### src/rtl/spi_flash_op_seq_pkg.sv
// Shared definitions for the SPI flash operation sequencer: command-layer
// opcodes, user op encodings, sequencer states and op validity helpers.
package spi_flash_op_seq_pkg;

  localparam logic [7:0] CMD_WREN = 8'h06;
  localparam logic [7:0] CMD_READ = 8'h03;
  localparam logic [7:0] CMD_PP   = 8'h02;
  localparam logic [7:0] CMD_SE   = 8'hD8;
  localparam logic [7:0] CMD_RDSR = 8'h05;
  localparam logic [7:0] CMD_RDID = 8'h9F;

  localparam logic [8:0] RDID_BYTES = 9'd3;
  localparam logic [8:0] PAGE_BYTES = 9'd256;

  typedef enum logic [1:0] {
    OP_READ    = 2'd0,
    OP_PROGRAM = 2'd1,
    OP_ERASE   = 2'd2,
    OP_RDID    = 2'd3
  } op_code_t;

  typedef enum logic [2:0] {
    ST_IDLE  = 3'd0,
    ST_CHECK = 3'd1,
    ST_WREN  = 3'd2,
    ST_MAIN  = 3'd3,
    ST_POLL  = 3'd4,
    ST_GAP   = 3'd5,
    ST_DONE  = 3'd6,
    ST_ERR   = 3'd7
  } state_t;

  // READ/PROGRAM need 1..256 bytes; PROGRAM must also stay inside one page.
  // ERASE and RDID carry no byte count, so they are always acceptable.
  function automatic logic op_is_valid(op_code_t code, logic [23:0] op_addr,
                                       logic [8:0] op_size);
    logic       size_ok;
    logic [9:0] end_off;
    size_ok = (op_size != 9'd0) && (op_size <= PAGE_BYTES);
    end_off = {2'b00, op_addr[7:0]} + {1'b0, op_size};
    case (code)
      OP_READ:    op_is_valid = size_ok;
      OP_PROGRAM: op_is_valid = size_ok && (end_off <= {1'b0, PAGE_BYTES});
      default:    op_is_valid = 1'b1;
    endcase
  endfunction

  // Ops that modify the array need a write-enable and status polling.
  function automatic logic op_needs_wren(op_code_t code);
    op_needs_wren = (code == OP_PROGRAM) || (code == OP_ERASE);
  endfunction

  function automatic logic [7:0] main_opcode(op_code_t code);
    case (code)
      OP_READ:    main_opcode = CMD_READ;
      OP_PROGRAM: main_opcode = CMD_PP;
      OP_ERASE:   main_opcode = CMD_SE;
      default:    main_opcode = CMD_RDID;
    endcase
  endfunction

  function automatic logic is_issue_state(state_t s);
    is_issue_state = (s == ST_WREN) || (s == ST_MAIN) || (s == ST_POLL);
  endfunction

endpackage

### src/rtl/spi_flash_op_seq.sv
// SPI flash operation sequencer. Expands a user op into the ordered
// command-layer transactions WREN -> main command -> RDSR polling, and is the
// only driver of the command layer's request port.
//
// Command handshake: cmd/addr/size are valid whenever cmd_valid is high and do
// not change until the command layer pulses cmd_ack. A cmd_ack counts only
// while cmd_valid is high; cmd_valid then drops for at least one cycle, so the
// command layer always sees a fresh rising request per command and never more
// than one outstanding command.
module spi_flash_op_seq
  import spi_flash_op_seq_pkg::*;
#(
  parameter int unsigned POLL_GAP = 100,
  parameter int unsigned POLL_MAX = 65535
) (
  input  logic        sys_clk,
  input  logic        rst,
  input  logic        op_req,
  input  logic [1:0]  op_code,
  input  logic [23:0] op_addr,
  input  logic [8:0]  op_size,
  output logic        op_ack,
  output logic        op_done,
  output logic        op_err,
  output logic        busy,
  output logic [7:0]  flash_sr,
  output logic [7:0]  cmd,
  output logic        cmd_valid,
  input  logic        cmd_ack,
  output logic [23:0] addr,
  output logic [8:0]  size,
  input  logic        rd_valid,
  input  logic [7:0]  rd_data,
  output logic [2:0]  dbg_state
);

  localparam logic [15:0] GAP_LAST  = 16'(POLL_GAP - 1);
  localparam logic [15:0] POLL_LAST = 16'(POLL_MAX);

  state_t      state_q, state_d;
  op_code_t    code_q;
  logic [23:0] addr_q;
  logic [8:0]  size_q;
  logic [15:0] poll_cnt_q;
  logic [15:0] gap_cnt_q;
  logic        cmd_valid_q, cmd_valid_d;
  logic [7:0]  flash_sr_q;
  logic        cmd_done;
  logic [7:0]  sr_now;
  logic [15:0] poll_next;

  // An acknowledge only finishes a command that is actually outstanding.
  assign cmd_done  = cmd_valid_q && cmd_ack;
  // A status byte arriving together with the ack still decides the poll.
  assign sr_now    = (state_q == ST_POLL && rd_valid) ? rd_data : flash_sr_q;
  assign poll_next = poll_cnt_q + 16'd1;

  // State register.
  always_ff @(posedge sys_clk or posedge rst) begin
    if (rst) state_q <= ST_IDLE;
    else     state_q <= state_d;
  end

  // Next-state selection and request-valid generation.
  always_comb begin
    state_d     = state_q;
    cmd_valid_d = 1'b0;
    case (state_q)
      ST_IDLE:  if (op_req) state_d = ST_CHECK;
      ST_CHECK: begin
        if (!op_is_valid(code_q, addr_q, size_q)) state_d = ST_ERR;
        else if (op_needs_wren(code_q))           state_d = ST_WREN;
        else                                      state_d = ST_MAIN;
      end
      ST_WREN:  if (cmd_done) state_d = ST_MAIN;
      ST_MAIN: begin
        if (cmd_done) state_d = op_needs_wren(code_q) ? ST_POLL : ST_DONE;
      end
      ST_POLL: begin
        if (cmd_done) begin
          if (!sr_now[0])               state_d = ST_DONE;
          else if (poll_next == POLL_LAST) state_d = ST_ERR;
          else                          state_d = ST_GAP;
        end
      end
      ST_GAP:   if (gap_cnt_q == GAP_LAST) state_d = ST_POLL;
      ST_DONE:  state_d = ST_IDLE;
      ST_ERR:   state_d = ST_IDLE;
      default:  state_d = ST_IDLE;
    endcase
    if (is_issue_state(state_d) && !cmd_done) cmd_valid_d = 1'b1;
  end

  // Request valid register; cleared for a cycle after every accepted ack.
  always_ff @(posedge sys_clk or posedge rst) begin
    if (rst) cmd_valid_q <= 1'b0;
    else     cmd_valid_q <= cmd_valid_d;
  end

  // Latch the user op at acceptance; held for the whole op.
  always_ff @(posedge sys_clk or posedge rst) begin
    if (rst) begin
      code_q <= OP_READ;
      addr_q <= '0;
      size_q <= '0;
    end else if (state_q == ST_IDLE && op_req) begin
      code_q <= op_code_t'(op_code);
      addr_q <= op_addr;
      size_q <= op_size;
    end
  end

  // Count RDSR polls of the current op; restarts at every accepted op.
  always_ff @(posedge sys_clk or posedge rst) begin
    if (rst)                                poll_cnt_q <= '0;
    else if (state_q == ST_CHECK)           poll_cnt_q <= '0;
    else if (state_q == ST_POLL && cmd_done) poll_cnt_q <= poll_next;
  end

  // Idle-cycle timer between consecutive polls.
  always_ff @(posedge sys_clk or posedge rst) begin
    if (rst)                    gap_cnt_q <= '0;
    else if (state_q == ST_GAP) gap_cnt_q <= gap_cnt_q + 16'd1;
    else                        gap_cnt_q <= '0;
  end

  // Capture the status byte returned by RDSR; kept between ops.
  always_ff @(posedge sys_clk or posedge rst) begin
    if (rst)                                flash_sr_q <= '0;
    else if (state_q == ST_POLL && rd_valid) flash_sr_q <= rd_data;
  end

  // Command fields derived from the current state and the latched op.
  always_comb begin
    cmd  = 8'h00;
    addr = 24'h0;
    size = 9'd0;
    case (state_q)
      ST_WREN: cmd = CMD_WREN;
      ST_MAIN: begin
        cmd = main_opcode(code_q);
        case (code_q)
          OP_READ, OP_PROGRAM: begin
            addr = addr_q;
            size = size_q;
          end
          OP_ERASE: addr = addr_q;
          default:  size = RDID_BYTES;
        endcase
      end
      ST_POLL: begin
        cmd  = CMD_RDSR;
        size = 9'd1;
      end
      default: ;
    endcase
  end

  assign cmd_valid = cmd_valid_q;
  assign op_ack    = (state_q == ST_CHECK);
  assign op_done   = (state_q == ST_DONE);
  assign op_err    = (state_q == ST_ERR);
  assign busy      = (state_q != ST_IDLE);
  assign flash_sr  = flash_sr_q;
  assign dbg_state = state_q;

endmodule
### config.mk
export PLATFORM = sky130hd
export DESIGN_NAME = spi_flash_op_seq
export DESIGN_NICKNAME = d
export VERILOG_FILES = /design/src/rtl/spi_flash_op_seq_pkg.sv /design/src/rtl/spi_flash_op_seq.sv
export SDC_FILE = /design/constraint.sdc
export NUM_CORES = 1
export LEC_CHECK = 0
export BUFFER_PORTS_ARGS = -buffer_cell sky130_fd_sc_hd__buf_2
export CAP_MARGIN = 20
export CORE_UTILIZATION = 30
export CTS_CLUSTER_SIZE = 30
export DETAILED_ROUTE_END_ITERATION = 7
export PLACE_DENSITY = 0.57
export SLEW_MARGIN = 20
export SYNTH_ARGS = -nofsm -noshare
export SYNTH_HDL_FRONTEND = slang
export SYNTH_SLANG_ARGS = --single-unit
### constraint.sdc
create_clock -name sys_clk -period 5.3 [get_ports sys_clk]
set_input_delay 1.59 -clock sys_clk [delete_from_list [all_inputs] [get_ports sys_clk]]
set_output_delay 1.59 -clock sys_clk [all_outputs]
set_load 0.01 [all_outputs]
After elaboration in Yosys (flattened, before gate mapping)

Cells that the tools add are included.

Output and inout bits: 57
Flip-flop bits (word level): 79
Input port bits: 48
Word-level logic and storage cells: 71

Order comparisons: 2
Reductions and logical operators: 19
Eq/ne operators: 14
$add $sub $neg: 3
Mux-type cells: 24

Operators with widths:

| kind                  | count |
|---|---|
| $mux 16               | 3 |
| $mux 24               | 2 |
| $pmux 8 s3            | 2 |
| $pmux 9 s2            | 2 |
| $add 16x1->16 const B | 2 |
| $pmux 3 s7            | 1 |
| $mux 3                | 6 |
| $eq 16x16->1 const B  | 1 |
| $eq 16x7->1 const B   | 1 |
| $eq 3x3->1 const B    | 5 |
| $eq 3x2->1 const B    | 4 |
| $add 8x9->10          | 1 |
| $le 10x9->1 const B   | 1 |
| $le 9x9->1 const B    | 1 |
| $reduce_bool 9->1     | 1 |
| $logic_and 1x1->1     | 7 |
| $mux 2                | 3 |
| $mux 1                | 4 |
| $reduce_or 2->1       | 2 |
| $eq 3x1->1 const B    | 1 |
| $logic_not 3->1       | 1 |
| $logic_or 1x1->1      | 3 |
| $reduce_bool 3->1     | 1 |
| $reduce_or 3->1       | 1 |
| other kinds (6)       | 6 |

Longest topological paths before layout

Gate-level depths: netlist of run 1.

Word-level depth: 12
Mapped depth: 8
Gate-level depth less buffers: 8

Worst setup path before layout of run 1

OpenSTA, ideal clock, no wires.

Path kind: reg2out
From: register state_q[1] (netlist: dbg_state[1])
To: output port addr[10]
Cell stages (with the launch flop): 7
Setup slack: 1955 ps
Data arrival time: 1755 ps
Path buffers: 2
Required time: 3710 ps
Cell sequence: dfrtp_1 clkbuf_1 nor2b_1 nand2_1 nor2_1 clkbuf_1 and2_1

Cells in the longest elaborated chain, start to end: 2

Ends and longest elaborated chain:

| what                   | RTL line                | text |
|---|---|---|
| start, declared        | spi_flash_op_seq.sv:40  | `state_t state_q, state_d;` |
| start signal, assigned | spi_flash_op_seq.sv:61  | `else state_q <= state_d;` |
| $eq 3x2->1             | spi_flash_op_seq.sv:138 | `case (state_q)` |
| $mux 24                | spi_flash_op_seq.sv:138 |  |
| end, declared          | spi_flash_op_seq.sv:30  | `output logic [23:0] addr,` |

No other way between the ends.

Final worst setup path of run 1

From: register state_q[1] (netlist: dbg_state[1])
To: output port addr[0]

The elaborated chain is that of the path after synthesis.

==> results.cfg, run 1 <==
[run_status]
outcome = finished, final reports clean

[placed_design]
placement.io_buffers = 103
finalWeightedCongestion = 0.870
place_worst_setup_slack_ns = 1.24
detailedPlacementHpwl_um = 7760
placed_cells_incl_taps = 726

[floorplan]
io_pins = 105
floorplan.initialDensity_pct = 30.7
die_height_um = 124
floorplan.rows = 44
floorplan.die_area_mm2 = 0.0153
core_mm2 = 0.0145
die-width_um = 124

[sta]
setup_viol = 0
headroom_to_the_max_slew_limit_pct = 32.2
fmaxAchievable_ghz = 0.243
timing.final.max_slew_violations = 0
fin_tns_setup_ns = 0
fin_crit_sh_pct = 77.7
hold-worst-slack_ns = 0.484
actual_slew_at_the_worst_max_slew_pin_ns = 1.01
clock_skew_ns = 0.00860
hold_viol_final = 0
final.min_clock_period_ns = 4.12
grt_setup_unrepaired = false
fin_ws_ns = 1.18

[worst_setup_path]
reg2regPathDepth = 8
criticalPathCategory = register to output port
critPathCapture = addr[0]
timing.rr.start = addr_q[0]
ff2ff_setup_slack_ns = 2.40
worst_r2r_endpoint = cmd_valid
crit_path_start = dbg_state[1]
crit_path_end_kind = output port
worst-endpoint-required_ns = 3.71
critical_path_arrival_ns = 2.53
timing.critical_path.fanout_max = 24
setup.worst_path.start_class = register

[route]
drc = 0
drt_iter0_drc = 152
post_drt_wl_per_cell_um = 14.5
detailedRoute.firstPassIterationCount = 4
drt-total-wl_um = 10800
final_antenna_net_count = 0
dr_total_vias = 3619
detail_route.vias_per_cell = 4.88

[pwr]
fraction_of_power_spent_switching_nets_pct = 22.5
register_share_of_total_power_pct = 47.1
power_frac_clock_pct = 46.3
p_switching_uw = 301
intPower_uw = 1040
cellLeakagePower_uw = 0.00270
power.combinational.fraction_pct = 6.6
power.density_cell_area_mw_per_mm2 = 245
irDropWorstVdd_uv = 156

[logic_synthesis]
ys.flop_type = dfrtp_1
synth-seq-cells = 79
ys_top_cells_by_area = dfrtp_1 44%, mux2_2 10%, and2_1 4.6%
synth_most_common_cell = dfrtp_1
avgSynthCellArea_um2 = 9.73
mappedNetlistNets = 522
synthArstFlopShare_pct = 100
register_area_share_after_synthesis_pct = 44.4
synth.cell_area_mm2 = 0.00445
synth_top_cell_area_share_pct = 44.4
synth_edf_count = 0
syn-instance-count = 457
synth_top_area_cell = dfrtp_1
synthDistinctLibCells = 48
synth_top_cells_by_count = 79 x dfrtp_1, 43 x nor2_1, 40 x mux2_2, 38 x o21ai_0, 33 x and2_1
ys.warnings.count = 0

[cells_and_area]
n_fill_cell = 1461
antenna-diode-count = 0
nets = 619
finalNonFillerCells = 742
layout-drive-gt1-share_pct = 29.6
layout_area_growth_over_synthesis_pct = 22.4
fin_util_pct = 37.6

[global_route]
grt_remaining_overflow = 0
grt.total_usage_pct = 15.1
grt_max_degree = 46
grt_pass1_wl_um = 17600
grt_pass1_vias = 3510
antenna_violations_before_repair = 0

[clocking]
clkSlewWorstSetupHoldPaths_ns = 0.06
cts_made_buffers = 9
post_cts_hold_buffers = 0
post_cts_resize_count = 0
cts_max_path_buffers = 2
clkSinkCount = 79
clock_tree.htree_level_count = 3
clock_latency_ns = 0.34
post-cts-setup-buffers = 0
clock-root-buffer = clkbuf_16
tritoncts_clock_tree = yes

[run]
drv_cap = 0

[min_path]
holdCritPathClass = register to register
## per-stage QoR
step	total power [µW]	instance area (µm²)
final	1340	5450
after global routing	1390	5450
after CTS	1360	5420
after detailed placement	725	5130
after global placement	723	5130
after floorplan	690	4450
## power by group through the flow
stage	clock network (µW)	registers [µW]	logic [µW]
floorplan	0	636	54.8
global placement	0	641	82.8
detailed placement	0	640	85.1
CTS	641	629	86.2
global route	657	631	99.7
finish	619	629	87.7
## how the worst min path moves through the flow
stage,cells past startpoint,startpoint,slack (ns),endpoint
floorplan,1,gap_cnt_q[0],0.45,gap_cnt_q[0]
global placement,1,gap_cnt_q[0],0.48,gap_cnt_q[0]
detailed placement,1,gap_cnt_q[0],0.48,gap_cnt_q[0]
CTS,1,gap_cnt_q[0],0.49,gap_cnt_q[0]
global route,1,gap_cnt_q[0],0.50,gap_cnt_q[0]
finish,1,poll_cnt_q[15],0.48,poll_cnt_q[15]
## cells in the final DEF, fill, tap and decap left out, types with 2 or more instances in the layout
cell type,Yosys,layout
o31ai_1,4,4
ha_1,16,16
nor4_1,3,3
nor2_1,43,41
inv_1,17,16
a21o_1,4,4
nand4_1,7,7
clkbuf_16,0,9
nand2_1,30,30
a31oi_1,9,9
nand3b_1,2,2
clkbuf_1,14,2
buf_2,3,103
buf_4,3,2
nor2b_1,5,5
o32ai_1,2,2
a211oi_1,4,4
nor3b_1,2,2
xor2_1,11,11
and2_1,33,33
a21oi_1,10,10
and4_1,4,4
or4_1,2,2
mux2_2,40,40
nor3_1,10,10
nand3_1,16,16
mux2i_1,5,5
dfrtp_1,79,79
xnor2_1,9,9
o21ai_0,38,38
or3_1,3,3
nand2b_1,3,3
and3_1,9,9
a22o_1,2,2
## routing by layer
metal | track usage [%] | vias up | part of all wire (%)
met5 | 0 | - | 0
met4 | 7.45 | 0 | 2.5
met3 | 3.89 | 17 | 5.1
met2 | 23.0 | 87 | 46
met1 | 19.7 | 1711 | 46
li1 | - | 1804 | -
## cells by family (layout without fill, tap and decap cells)
logic type                 count (synthesis)  in the layout  share of synthesized area [%]
and+or+nand+nor                          177            177                           20.9
AOI/OAI and AO/OA                         81             81                           10.9
DFF                                       79             79                           44.4
muxes                                     45             45                           11.3
buffers and inverters                     37            138                           3.46
xor gates and xnor gates                  20             20                           3.94
adders and majority gates                 17             17                           4.95
other                                      1              1                         0.0843
## final cells by class
class,count,area [µm²],share of cell area (%)
flip-flops and latches,79,1980,36.3
repair buffers,106,558,10.2
clock inverters,3,43.8,0.804
multi-input cells,341,2330,42.7
inverters,17,63.8,1.17
clock buffers,12,246,4.53
well taps,184,230,4.23
## flip-flops by register name, summed over array words and instances, names as in the netlist
signal / cells
size_q: 9
addr_q: 24
gap_cnt_q: 16
cmd_valid: 1
poll_cnt_q: 16
dbg_state: 3
flash_sr: 8
code_q: 2
## critical path: stages, from the launching register on
cell	delay, ns
dfrtp_1	0.55
nor2b_1	0.41
nand2_1	0.25
nor2_2	0.61
and2_1	0.23
buf_2	0.13
No activity file was read; power rests on OpenSTA's default activity.
==> run 2, diff against run 1 <==
Settings changed: PLACE_DENSITY 0.57 to 0.58.
Clock period 5.3 ns to 3.38 ns, I/O delays scaled along.
==> run 2 against run 1 <==
Compared with the run above: die area did not move; critical path depth rose by 1; wire length fell by 0.99%; clock skew rose by 0.0016 ns.
==> results.cfg, run 2 (same netlist as run 1, synthesis figures left out) <==
[run_status]
outcome = finished, final reports clean

[clocking]
post_cts_resize_count = 0
post_cts_hold_buffers = 0
cts_made_buffers = 9
post-cts-setup-buffers = 0
tritoncts_clock_tree = yes
clkSinkCount = 79
clkSlewWorstSetupHoldPaths_ns = 0.07
cts_max_path_buffers = 2
clock_tree.htree_level_count = 3
clock_latency_ns = 0.35
clock-root-buffer = clkbuf_16

[route]
final_antenna_net_count = 0
drt_iter0_drc = 198
post_drt_wl_per_cell_um = 14.3
drt-total-wl_um = 10700
highest_layer = met4
met3_length_um = 674
met2_length_um = 5020
dr_total_vias = 3716
met1_wl_um = 4760
detail_route.vias_per_cell = 4.98
detailedRoute.firstPassIterationCount = 4
drc = 0

[global_route]
grt_pass1_wl_um = 17500
grt_pass1_vias = 3587
grt.total_usage_pct = 15.0
grt_max_degree = 49
grt_remaining_overflow = 0
antenna_violations_before_repair = 0

[worst_setup_path]
worst-endpoint-required_ns = 2.37
timing.critical_path.slowest_stage_cell = dfrtp_1
reg2regPathDepth = 8
cp.depth = 6
worst_r2r_endpoint = cmd_valid
critPathTopFamily = simple AND/OR/NAND/NOR gates
worstPathBufferInverterCount = 2
critical_path_arrival_ns = 1.94
cp_cell_sequence = nor2b_1 -> nand2_1 -> nor2_1 -> buf_4 -> and2_1 -> buf_2
criticalPathCategory = register to output port
setup.worst_path.start_class = register
ff2ff_setup_slack_ns = 0.48
crit_path_end_kind = output port
timing.critical_path.fanout_max = 24
timing.rr.start = addr_q[0]
critical_path.max_stage_delay_ns = 0.54

[sta]
fin_crit_sh_pct = 87.5
timing.final.max_slew_violations = 0
hold_viol_final = 0
headroom_to_the_max_slew_limit_pct = 53.1
fmaxAchievable_ghz = 0.338
fin_tns_setup_ns = 0
final.min_clock_period_ns = 2.96
clock_skew_ns = 0.0102
setup_viol = 0
grt_setup_unrepaired = false
hold-worst-slack_ns = 0.498
actual_slew_at_the_worst_max_slew_pin_ns = 0.701

[floorplan]
floorplan.die_area_mm2 = 0.0153
core_mm2 = 0.0145
floorplan.initialDensity_pct = 30.7
floorplan.rows = 44
io_pins = 105
die-width_um = 124
die_height_um = 124

[pwr]
fraction_of_power_spent_switching_nets_pct = 24.6
power_frac_clock_pct = 45.8
irDropWorstVdd_uv = 284
p_switching_uw = 509
cellLeakagePower_uw = 0.00270
intPower_uw = 1560
power.density_cell_area_mw_per_mm2 = 379
power.combinational.fraction_pct = 6.5
register_share_of_total_power_pct = 47.7

[cells_and_area]
fin_util_pct = 37.7
n_fill_cell = 1443
final_common_cell = buf_2
largest_register_ff_count = 24
layout_area_growth_over_synthesis_pct = 22.7
largest-register = addr_q
layout-drive-gt1-share_pct = 30.2
finalNonFillerCells = 746
nets = 622
stdcell_area_mm2 = 0.00546
layout_common_cells = 103 x buf_2, 79 x dfrtp_1, 42 x nor2_1
reg_top3 = addr_q (24), gap_cnt_q (16), poll_cnt_q (16)
antenna-diode-count = 0

[run]
drv_cap = 0

[placed_design]
finalWeightedCongestion = 0.835
placed_cells_incl_taps = 730
detailedPlacementHpwl_um = 7800
placement.io_buffers = 103
dpl-instance-area_mm2 = 0.00517

[min_path]
holdCritStartpoint = addr_q[17]
holdPathStages = 1
hold-path-endpoint = addr_q[17]
holdCritPathClass = register to register
==> run 2: changes by cell type in the layout (fill, tap and decap cells not counted), moves of 2 or more <==
| cell | change |
|---|---|
| buf_4 | +3 |
| clkbuf_1 | -2 |
| clkinvlp_4 | +3 |
| inv_6 | +3 |
==> run 2: how the worst max path moves through the flow <==
stage,end,slack (ns),startpoint
after detailed placement,cmd_valid,0.41,addr_q[0]
after CTS,cmd_valid,0.39,addr_q[0]
after floorplan,addr_q[0],0.34,rst
after global routing,cmd_valid,0.15,addr_q[0]
final,addr[18],0.42,dbg_state[1]
after global placement,cmd_valid,0.49,addr_q[0]
==> run 2: routing by layer <==
metal  global-route usage (%)  vias to the layer above
met3                     5.22                       22
met1                     18.8                     1775
met4                     6.25                        0
met2                     23.2                      108
met5                        0                        -
li1                         -                     1811
==> run 2: final cells by class <==
| type | instances | area (µm²) | share of cell area, % |
|---|---|---|---|
| clock buffer | 10 | 239 | 4.38 |
| clock inverter | 6 | 48.8 | 0.894 |
| inverter | 17 | 63.8 | 1.17 |
| multi-input combinational | 341 | 2320 | 42.6 |
| sequential | 79 | 1980 | 36.2 |
| tap | 184 | 230 | 4.22 |
| timing repair buffer | 109 | 573 | 10.5 |
==> run 2: power groups by stage <==
stage	Combinational (µW)	Clock, µW	Sequential, µW
3_3_place_gp	132	0	1000
2_1_floorplan	85.9	0	997
4_1_cts	136	980	987
3_5_place_dp	135	0	1000
5_1_grt	153	1010	990
6_report	134	947	986
==> run 2: stage by stage <==
step / power [µW] / setup WS, ns
global placement: 1140 / 0.491
floorplan: 1080 / 0.343
global route: 2150 / 0.149
finish: 2070 / 0.422
detailed placement: 1140 / 0.412
CTS: 2100 / 0.390
